==> config.mk <==
export PLATFORM = sky130hd
export DESIGN_NAME = decode_issue_flat
export DESIGN_NICKNAME = d
export VERILOG_FILES = /design/src/rtl/decode_issue_if.sv /design/src/rtl/decode_issue.sv /design/src/flat_wrapper.sv
export SDC_FILE = /design/constraint.sdc
export NUM_CORES = 2
export LEC_CHECK = 0
export ABC_CLOCK_PERIOD_IN_PS = 3550
export CAP_MARGIN = 20
export CORE_AREA = 2 2 417 419
export CTS_BUF_LIST = sky130_fd_sc_hd__clkbuf_8
export DETAILED_ROUTE_END_ITERATION = 7
export DIE_AREA = 0 0 419 421
export PLACE_DENSITY = 0.6
export REMOVE_ABC_BUFFERS = 1
export SLEW_MARGIN = 0
export SYNTH_ARGS = -nofsm -noshare
export SYNTH_HDL_FRONTEND = slang
export SYNTH_SLANG_ARGS = --single-unit
==> constraint.sdc <==
create_clock -name clk -period 3.55 [get_ports clk]
set_input_delay 0.8875 -clock clk [delete_from_list [all_inputs] [get_ports clk]]
set_output_delay 0.8875 -clock clk [all_outputs]
set_load 0.1 [all_outputs]
==> src/rtl/decode_issue_if.sv <==
// Decode/issue stage bundle: fetch-side instruction offer, write-back port,
// and the issue port toward the ALU.
//
// Handshake rules (both the in_* and ex_* pairs): a transfer happens on a
// rising edge where valid and ready are both high; the producer holds
// valid and its payload stable until that edge, and ready may depend
// combinationally on valid/payload of the same cycle.
interface decode_issue_if;
    logic        in_valid;
    logic        in_ready;
    logic [31:0] in_instr;
    logic [31:0] in_pc;

    logic        wb_en;
    logic [4:0]  wb_rd;
    logic [31:0] wb_data;

    logic        ex_valid;
    logic        ex_ready;
    logic [31:0] ex_x;
    logic [31:0] ex_y;
    logic [2:0]  ex_funct3;
    logic [6:0]  ex_funct7;
    logic [4:0]  ex_rd;
    logic        illegal;

    // Environment side: offers instructions, write-backs and ALU readiness.
    modport master (
        output in_valid, in_instr, in_pc, wb_en, wb_rd, wb_data, ex_ready,
        input  in_ready, ex_valid, ex_x, ex_y, ex_funct3, ex_funct7, ex_rd, illegal
    );

    // Decode/issue stage side.
    modport slave (
        input  in_valid, in_instr, in_pc, wb_en, wb_rd, wb_data, ex_ready,
        output in_ready, ex_valid, ex_x, ex_y, ex_funct3, ex_funct7, ex_rd, illegal
    );
endinterface

==> src/rtl/decode_issue.sv <==
// RV32I integer decode and issue stage: decodes OP / OP-IMM / LUI / AUIPC,
// reads the register file with write-back bypass, tracks outstanding
// destinations in a pending-bit scoreboard and issues ALU operands through
// a single output register slot.
module decode_issue #(
    parameter int XLEN = 32
) (
    input logic          clk,
    input logic          rst_n,
    decode_issue_if.slave bus
);
    localparam logic [6:0] OPC_OP     = 7'b0110011;
    localparam logic [6:0] OPC_OP_IMM = 7'b0010011;
    localparam logic [6:0] OPC_LUI    = 7'b0110111;
    localparam logic [6:0] OPC_AUIPC  = 7'b0010111;
    localparam logic [6:0] F7_ZERO    = 7'b0000000;
    localparam logic [6:0] F7_ALT     = 7'b0100000;

    // Instruction fields
    logic [6:0] opcode;
    logic [4:0] rd;
    logic [2:0] funct3;
    logic [4:0] rs1;
    logic [4:0] rs2;
    logic [6:0] funct7;

    assign opcode = bus.in_instr[6:0];
    assign rd     = bus.in_instr[11:7];
    assign funct3 = bus.in_instr[14:12];
    assign rs1    = bus.in_instr[19:15];
    assign rs2    = bus.in_instr[24:20];
    assign funct7 = bus.in_instr[31:25];

    // Architectural state; entry 0 is never written so it always reads 0.
    logic [XLEN-1:0] regs [0:31];
    logic [31:0]     pending;
    logic [31:0]     pending_next;

    // Output slot registers
    logic            ex_valid_q;
    logic [XLEN-1:0] ex_x_q;
    logic [XLEN-1:0] ex_y_q;
    logic [2:0]      ex_funct3_q;
    logic [6:0]      ex_funct7_q;
    logic [4:0]      ex_rd_q;
    logic            illegal_q;

    // Decode results
    logic            legal;
    logic            use_rs1;
    logic            use_rs2;
    logic [XLEN-1:0] dec_x;
    logic [XLEN-1:0] dec_y;
    logic [2:0]      dec_funct3;
    logic [6:0]      dec_funct7;

    logic [XLEN-1:0] rs1_val;
    logic [XLEN-1:0] rs2_val;
    logic            rs1_busy;
    logic            rs2_busy;
    logic            hazard;
    logic            accept;
    logic            issue;
    logic            reject;

    // Register read with same-cycle write-back bypass; x0 reads zero.
    always_comb begin
        rs1_val = '0;
        rs2_val = '0;
        if (rs1 != 5'd0) begin
            if (bus.wb_en && (bus.wb_rd == rs1)) rs1_val = bus.wb_data;
            else                                  rs1_val = regs[rs1];
        end
        if (rs2 != 5'd0) begin
            if (bus.wb_en && (bus.wb_rd == rs2)) rs2_val = bus.wb_data;
            else                                  rs2_val = regs[rs2];
        end
    end

    // A source blocks while its producer is outstanding, unless the value
    // is arriving on the write-back port this very cycle.
    always_comb begin
        rs1_busy = (rs1 != 5'd0) && pending[rs1] && !(bus.wb_en && (bus.wb_rd == rs1));
        rs2_busy = (rs2 != 5'd0) && pending[rs2] && !(bus.wb_en && (bus.wb_rd == rs2));
    end

    // Instruction decode: legality, operand selection and ALU controls.
    always_comb begin
        legal      = 1'b0;
        use_rs1    = 1'b0;
        use_rs2    = 1'b0;
        dec_x      = '0;
        dec_y      = '0;
        dec_funct3 = 3'b000;
        dec_funct7 = F7_ZERO;
        case (opcode)
            OPC_OP: begin
                use_rs1    = 1'b1;
                use_rs2    = 1'b1;
                dec_x      = rs1_val;
                dec_y      = rs2_val;
                dec_funct3 = funct3;
                dec_funct7 = funct7;
                legal      = (funct7 == F7_ZERO) ||
                             ((funct7 == F7_ALT) && ((funct3 == 3'b000) || (funct3 == 3'b101)));
            end
            OPC_OP_IMM: begin
                use_rs1    = 1'b1;
                dec_x      = rs1_val;
                dec_y      = {{(XLEN-12){bus.in_instr[31]}}, bus.in_instr[31:20]};
                dec_funct3 = funct3;
                legal      = 1'b1;
                case (funct3)
                    3'b001: begin
                        legal = (funct7 == F7_ZERO);
                        dec_y = {{(XLEN-5){1'b0}}, bus.in_instr[24:20]};
                    end
                    3'b101: begin
                        legal      = (funct7 == F7_ZERO) || (funct7 == F7_ALT);
                        dec_y      = {{(XLEN-5){1'b0}}, bus.in_instr[24:20]};
                        dec_funct7 = bus.in_instr[30] ? F7_ALT : F7_ZERO;
                    end
                    default: ;
                endcase
            end
            OPC_LUI: begin
                legal = 1'b1;
                dec_y = {bus.in_instr[31:12], 12'b0};
            end
            OPC_AUIPC: begin
                legal = 1'b1;
                dec_x = bus.in_pc;
                dec_y = {bus.in_instr[31:12], 12'b0};
            end
            default: legal = 1'b0;
        endcase
    end

    // Acceptance: the slot must be free; only legal instructions wait on hazards.
    always_comb begin
        hazard       = (use_rs1 && rs1_busy) || (use_rs2 && rs2_busy);
        bus.in_ready = rst_n && (!ex_valid_q || bus.ex_ready) && !(legal && hazard);
        accept       = bus.in_valid && bus.in_ready;
        issue        = accept && legal;
        reject       = accept && !legal;
    end

    // Scoreboard next state: clear on write-back first so a same-index set wins.
    always_comb begin
        pending_next = pending;
        if (bus.wb_en) pending_next[bus.wb_rd] = 1'b0;
        if (issue && (rd != 5'd0)) pending_next[rd] = 1'b1;
        pending_next[0] = 1'b0;
    end

    // Scoreboard register
    always_ff @(posedge clk or negedge rst_n) begin
        if (!rst_n) pending <= '0;
        else        pending <= pending_next;
    end

    // Register file write port; writes to x0 are dropped.
    always_ff @(posedge clk or negedge rst_n) begin
        if (!rst_n) begin
            for (int i = 0; i < 32; i++) regs[i] <= '0;
        end else if (bus.wb_en && (bus.wb_rd != 5'd0)) begin
            regs[bus.wb_rd] <= bus.wb_data;
        end
    end

    // Issue slot: load on legal accept, hold under backpressure, drain otherwise.
    always_ff @(posedge clk or negedge rst_n) begin
        if (!rst_n) begin
            ex_valid_q  <= 1'b0;
            ex_x_q      <= '0;
            ex_y_q      <= '0;
            ex_funct3_q <= 3'b000;
            ex_funct7_q <= 7'b0000000;
            ex_rd_q     <= 5'd0;
            illegal_q   <= 1'b0;
        end else begin
            illegal_q <= reject;
            if (issue) begin
                ex_valid_q  <= 1'b1;
                ex_x_q      <= dec_x;
                ex_y_q      <= dec_y;
                ex_funct3_q <= dec_funct3;
                ex_funct7_q <= dec_funct7;
                ex_rd_q     <= rd;
            end else if (bus.ex_ready) begin
                ex_valid_q <= 1'b0;
            end
        end
    end

    assign bus.ex_valid  = ex_valid_q;
    assign bus.ex_x      = ex_x_q;
    assign bus.ex_y      = ex_y_q;
    assign bus.ex_funct3 = ex_funct3_q;
    assign bus.ex_funct7 = ex_funct7_q;
    assign bus.ex_rd     = ex_rd_q;
    assign bus.illegal   = illegal_q;
endmodule
==> src/flat_wrapper.sv <==
// flat-port wrapper written by rule: the top's interface ports become plain ports
module decode_issue_flat 
#(
    parameter int XLEN = 32
)
  (clk, rst_n, bus_in_valid, bus_in_instr, bus_in_pc, bus_wb_en, bus_wb_rd, bus_wb_data, bus_ex_ready, bus_in_ready, bus_ex_valid, bus_ex_x, bus_ex_y, bus_ex_funct3, bus_ex_funct7, bus_ex_rd, bus_illegal);
  decode_issue_if bus_i ();
  input logic clk;
  input logic rst_n;
  input wire logic [$bits(bus_i.in_valid)-1:0] bus_in_valid;
  input wire logic [$bits(bus_i.in_instr)-1:0] bus_in_instr;
  input wire logic [$bits(bus_i.in_pc)-1:0] bus_in_pc;
  input wire logic [$bits(bus_i.wb_en)-1:0] bus_wb_en;
  input wire logic [$bits(bus_i.wb_rd)-1:0] bus_wb_rd;
  input wire logic [$bits(bus_i.wb_data)-1:0] bus_wb_data;
  input wire logic [$bits(bus_i.ex_ready)-1:0] bus_ex_ready;
  output wire logic [$bits(bus_i.in_ready)-1:0] bus_in_ready;
  output wire logic [$bits(bus_i.ex_valid)-1:0] bus_ex_valid;
  output wire logic [$bits(bus_i.ex_x)-1:0] bus_ex_x;
  output wire logic [$bits(bus_i.ex_y)-1:0] bus_ex_y;
  output wire logic [$bits(bus_i.ex_funct3)-1:0] bus_ex_funct3;
  output wire logic [$bits(bus_i.ex_funct7)-1:0] bus_ex_funct7;
  output wire logic [$bits(bus_i.ex_rd)-1:0] bus_ex_rd;
  output wire logic [$bits(bus_i.illegal)-1:0] bus_illegal;
  assign bus_i.in_valid = bus_in_valid;
  assign bus_i.in_instr = bus_in_instr;
  assign bus_i.in_pc = bus_in_pc;
  assign bus_i.wb_en = bus_wb_en;
  assign bus_i.wb_rd = bus_wb_rd;
  assign bus_i.wb_data = bus_wb_data;
  assign bus_i.ex_ready = bus_ex_ready;
  assign bus_in_ready = bus_i.in_ready;
  assign bus_ex_valid = bus_i.ex_valid;
  assign bus_ex_x = bus_i.ex_x;
  assign bus_ex_y = bus_i.ex_y;
  assign bus_ex_funct3 = bus_i.ex_funct3;
  assign bus_ex_funct7 = bus_i.ex_funct7;
  assign bus_ex_rd = bus_i.ex_rd;
  assign bus_illegal = bus_i.illegal;
  decode_issue #(.XLEN(XLEN)) u_core (.clk(clk), .rst_n(rst_n), .bus(bus_i));
endmodule
==> results.json <==
{
  "ios": 188,
  "final_nets": 4317,
  "cp_max_fo": 3,
  "cp-end-kind": "output port",
  "vias": 39030,
  "io_buffers": 187,
  "synth_flop_cell": "dfrtp_1",
  "yosysMostFrequentCell": "dfrtp_1",
  "cp_data_required_time_ns": 2.66,
  "antenna_found_initial": 14,
  "cts_sinks": 1136,
  "dieArea_sq_um": 176400,
  "synth_area_sq_um": 59780,
  "grt_max_degree": 152,
  "ys_top_cells_by_area": "dfrtp_1 (48%), mux4_2 (22%), mux2_2 (19%), clkbuf_1 (1.7%), mux2i_1 (1.7%)",
  "dieWidth_um": 419,
  "insertion_delay_ns": 0.97,
  "synth_top_area_share": 0.4755,
  "gp_congestion": 0.8801,
  "root_buffer": "clkbuf_8",
  "min_path_type": "flip-flop to flip-flop",
  "hold_viol_final": 0,
  "synth_top_cell_by_area": "dfrtp_1",
  "ys_async_sr_fraction": 1.000,
  "cts_made_buffers": 191,
  "cts_tree": "built",
  "worstSetupStartpointType": "flip-flop",
  "rows": 153,
  "max_slew.worst_pin.slew_ns": 1.012,
  "layout-area-overhead-vs-synth_pct": 18.05,
  "grt_pass1_wl_um": 291300,
  "antenna_left": 0,
  "cts_max_level": 4,
  "drive_gt1_frac": 0.5470,
  "ys_ff_latch": 1136,
  "slew_headroom": 0.3255,
  "synth_commonest_cells": "dfrtp_1 (1136), mux2_2 (1009), mux4_2 (586), clkbuf_1 (275), nand2_1 (128)",
  "cts.path.max_buffers": 3,
  "finalSetupViolations": 1,
  "timing.final.crit_period_ns": 4.038,
  "ys_seq_area_frac": 0.4755,
  "synthCells": 3915,
  "grt_pass1_vias": 40160,
  "slew_violations": 0,
  "violations": "negative setup slack",
  "worst_slack_ns": -0.4875,
  "skew_ns": 0.05416,
  "wl_per_cell_um": 30.02,
  "rsz0062_at_grt": "yes",
  "dp_hpwl_um": 126800,
  "fillerInstances": 15830,
  "finalCritPeriodShare": 1.137,
  "final.setup.tns_ns": -0.4875,
  "ys_types": 62,
  "viasPerCell": 5.825,
  "core_sq_um": 172500,
  "synth_edf_count": 0,
  "total_power_mw": 36.48,
  "gr-total-overflow": 0,
  "syn_avg_cell_area_sq_um": 15.27,
  "wl_um": 201100,
  "multi_input_area_sq_um": 29710,
  "seqCellArea_sq_um": 28430,
  "peakVddDrop_uv": 431.0,
  "outcome": "finished with violations",
  "drc": 0,
  "path_clk_slew_ns": 0.06,
  "worstSetupPathType": "flip-flop to output port",
  "power_leakage_nw": 30.72,
  "clock.fmax_mhz": 247.7,
  "powerDensity_nw_per_um2": 516.9,
  "hold_ws_ns": 0.3919,
  "utilization": 0.4091,
  "die_h_um": 421,
  "initial_core_util": 0.3466,
  "dpl_worst_slack_ns": -0.7452,
  "critical_path_arrival_ns": 3.15,
  "drtIter0Drc": 3571,
  "grt_usage": 0.2272,
  "yosysWarnings": 0,
  "cap_viol_max_count": 0,
  "dr.pass1.iters": 6
}
layout make-up:
| cell class | instances | share of cell area |
|---|---|---|
| Multi-Input combinational cell | 2332 | 0.4210 |
| Sequential cell | 1136 | 0.4028 |
| Timing Repair Buffer | 543 | 0.07578 |
| Clock buffer | 251 | 0.04895 |
| Tap cell | 2325 | 0.04122 |
| Clock inverter | 100 | 0.009610 |
| Inverter | 7 | 0.0003723 |
| Antenna cell | 6 | 0.0002128 |
per-layer routing:
layer / share of wire / track usage / wire length [um] / vias to the layer above
met5: 0.00017 / 0 / 34 / -
met1: 0.40 / 0.2957 / 80790 / 21310
met2: 0.49 / 0.3688 / 98210 / 1481
li1: - / - / - / 15840
met4: 0.044 / 0.1002 / 8893 / 8
met3: 0.066 / 0.04332 / 13200 / 396
timing repair:
| action | 4_1_cts | 5_1_grt |
|---|---|---|
| endpoints found under the setup margin | 1 | 1 |
| pin swaps | 7 | 3 |
| hold buffers | 1 | 0 |
| resized for setup | 11 | 4 |
| endpoints found under the hold margin | 1 | 0 |
| setup buffers | 3 | 0 |
registers in the layout (all words and copies together), names as in the netlist:
register	cells
u_core.pending	31
u_core.bus.ex_x	32
u_core.bus.ex_y	32
u_core.regs	1024
u_core.bus.ex_funct7	7
u_core.bus.ex_funct3	3
u_core.bus.ex_rd	5
u_core.bus.ex_valid	1
u_core.bus.illegal	1
cells by family (layout without fill, tap and decap cells):
logic type	after synthesis	count (layout)	share of synthesized area
and+or+nand+nor	304	304	0.02497
DFF	1136	1136	0.4755
AOI/OAI and AO/OA	314	314	0.03587
muxes	1703	1703	0.4290
xor gates and xnor gates	11	11	0.001612
buffers and inverters	447	901	0.03299
other	0	6	0
final timing paths:
check / from / end / slack, ns / cells after the start
worst min register to register: u_core.regs[1009]$_DFFE_PN0P_ / u_core.regs[1009]$_DFFE_PN0P_ / 0.39 / 0
min in group asynchronous: rst_n / u_core.regs[220]$_DFFE_PN0P_ / 0.68 / 3
worst min-delay path: u_core.regs[1009]$_DFFE_PN0P_ / u_core.regs[1009]$_DFFE_PN0P_ / 0.39 / 0
max in group asynchronous: rst_n / u_core.regs[844]$_DFFE_PN0P_ / 1.42 / 5
worst max-delay path: u_core.pending[17]$_DFF_PN0_ / bus_in_ready / -0.49 / 9
worst max register to register: u_core.pending[17]$_DFF_PN0_ / u_core.pending[2]$_DFF_PN0_ / 0.64 / 12
metrics by stage:
step           cells  cell area [sq um]
6_report        6700              70570
5_1_grt         6698              70570
4_1_cts         6694              70540
3_5_place_dp    6340              66350
3_3_place_gp    6340              66350
2_1_floorplan   3475              57830
worst max-delay path, cell delays in order, from the launching register on:
cell and delay (ns):
dfrtp_1 0.43, buf_4 0.15, mux2i_1 0.13, a22oi_1 0.07
and3_1 0.17, nor4_2 0.33, buf_4 0.18, o211ai_1 0.24
a21oi_2 0.28, buf_12 0.20
where the power goes:
part	internal (mW)	leakage [nW]	switching, mW
Combinational	4.45	13.7	2.66
Sequential	15.2	14.7	1.58
Clock	6.85	2.37	5.74
Total	26.5	30.7	9.98
layout by cell type (no fill, tap or decap), types with 16 or more instances in the layout:
cell type,n
a22oi_1,38
nand4_1,23
nor2_4,19
dfrtp_1,1136
a222oi_1,26
inv_1,69
buf_12,79
nand3_1,22
clkinv_2,17
nor2_1,17
o21ai_0,82
clkdlybuf4s50_1,89
clkbuf_8,251
mux2_2,1009
nand2b_1,16
nand2_1,113
mux2i_1,103
a21o_1,33
a221oi_1,19
mux4_2,586
a21oi_1,48
buf_4,360
Note: power is estimated with default switching activity, not from simulation.
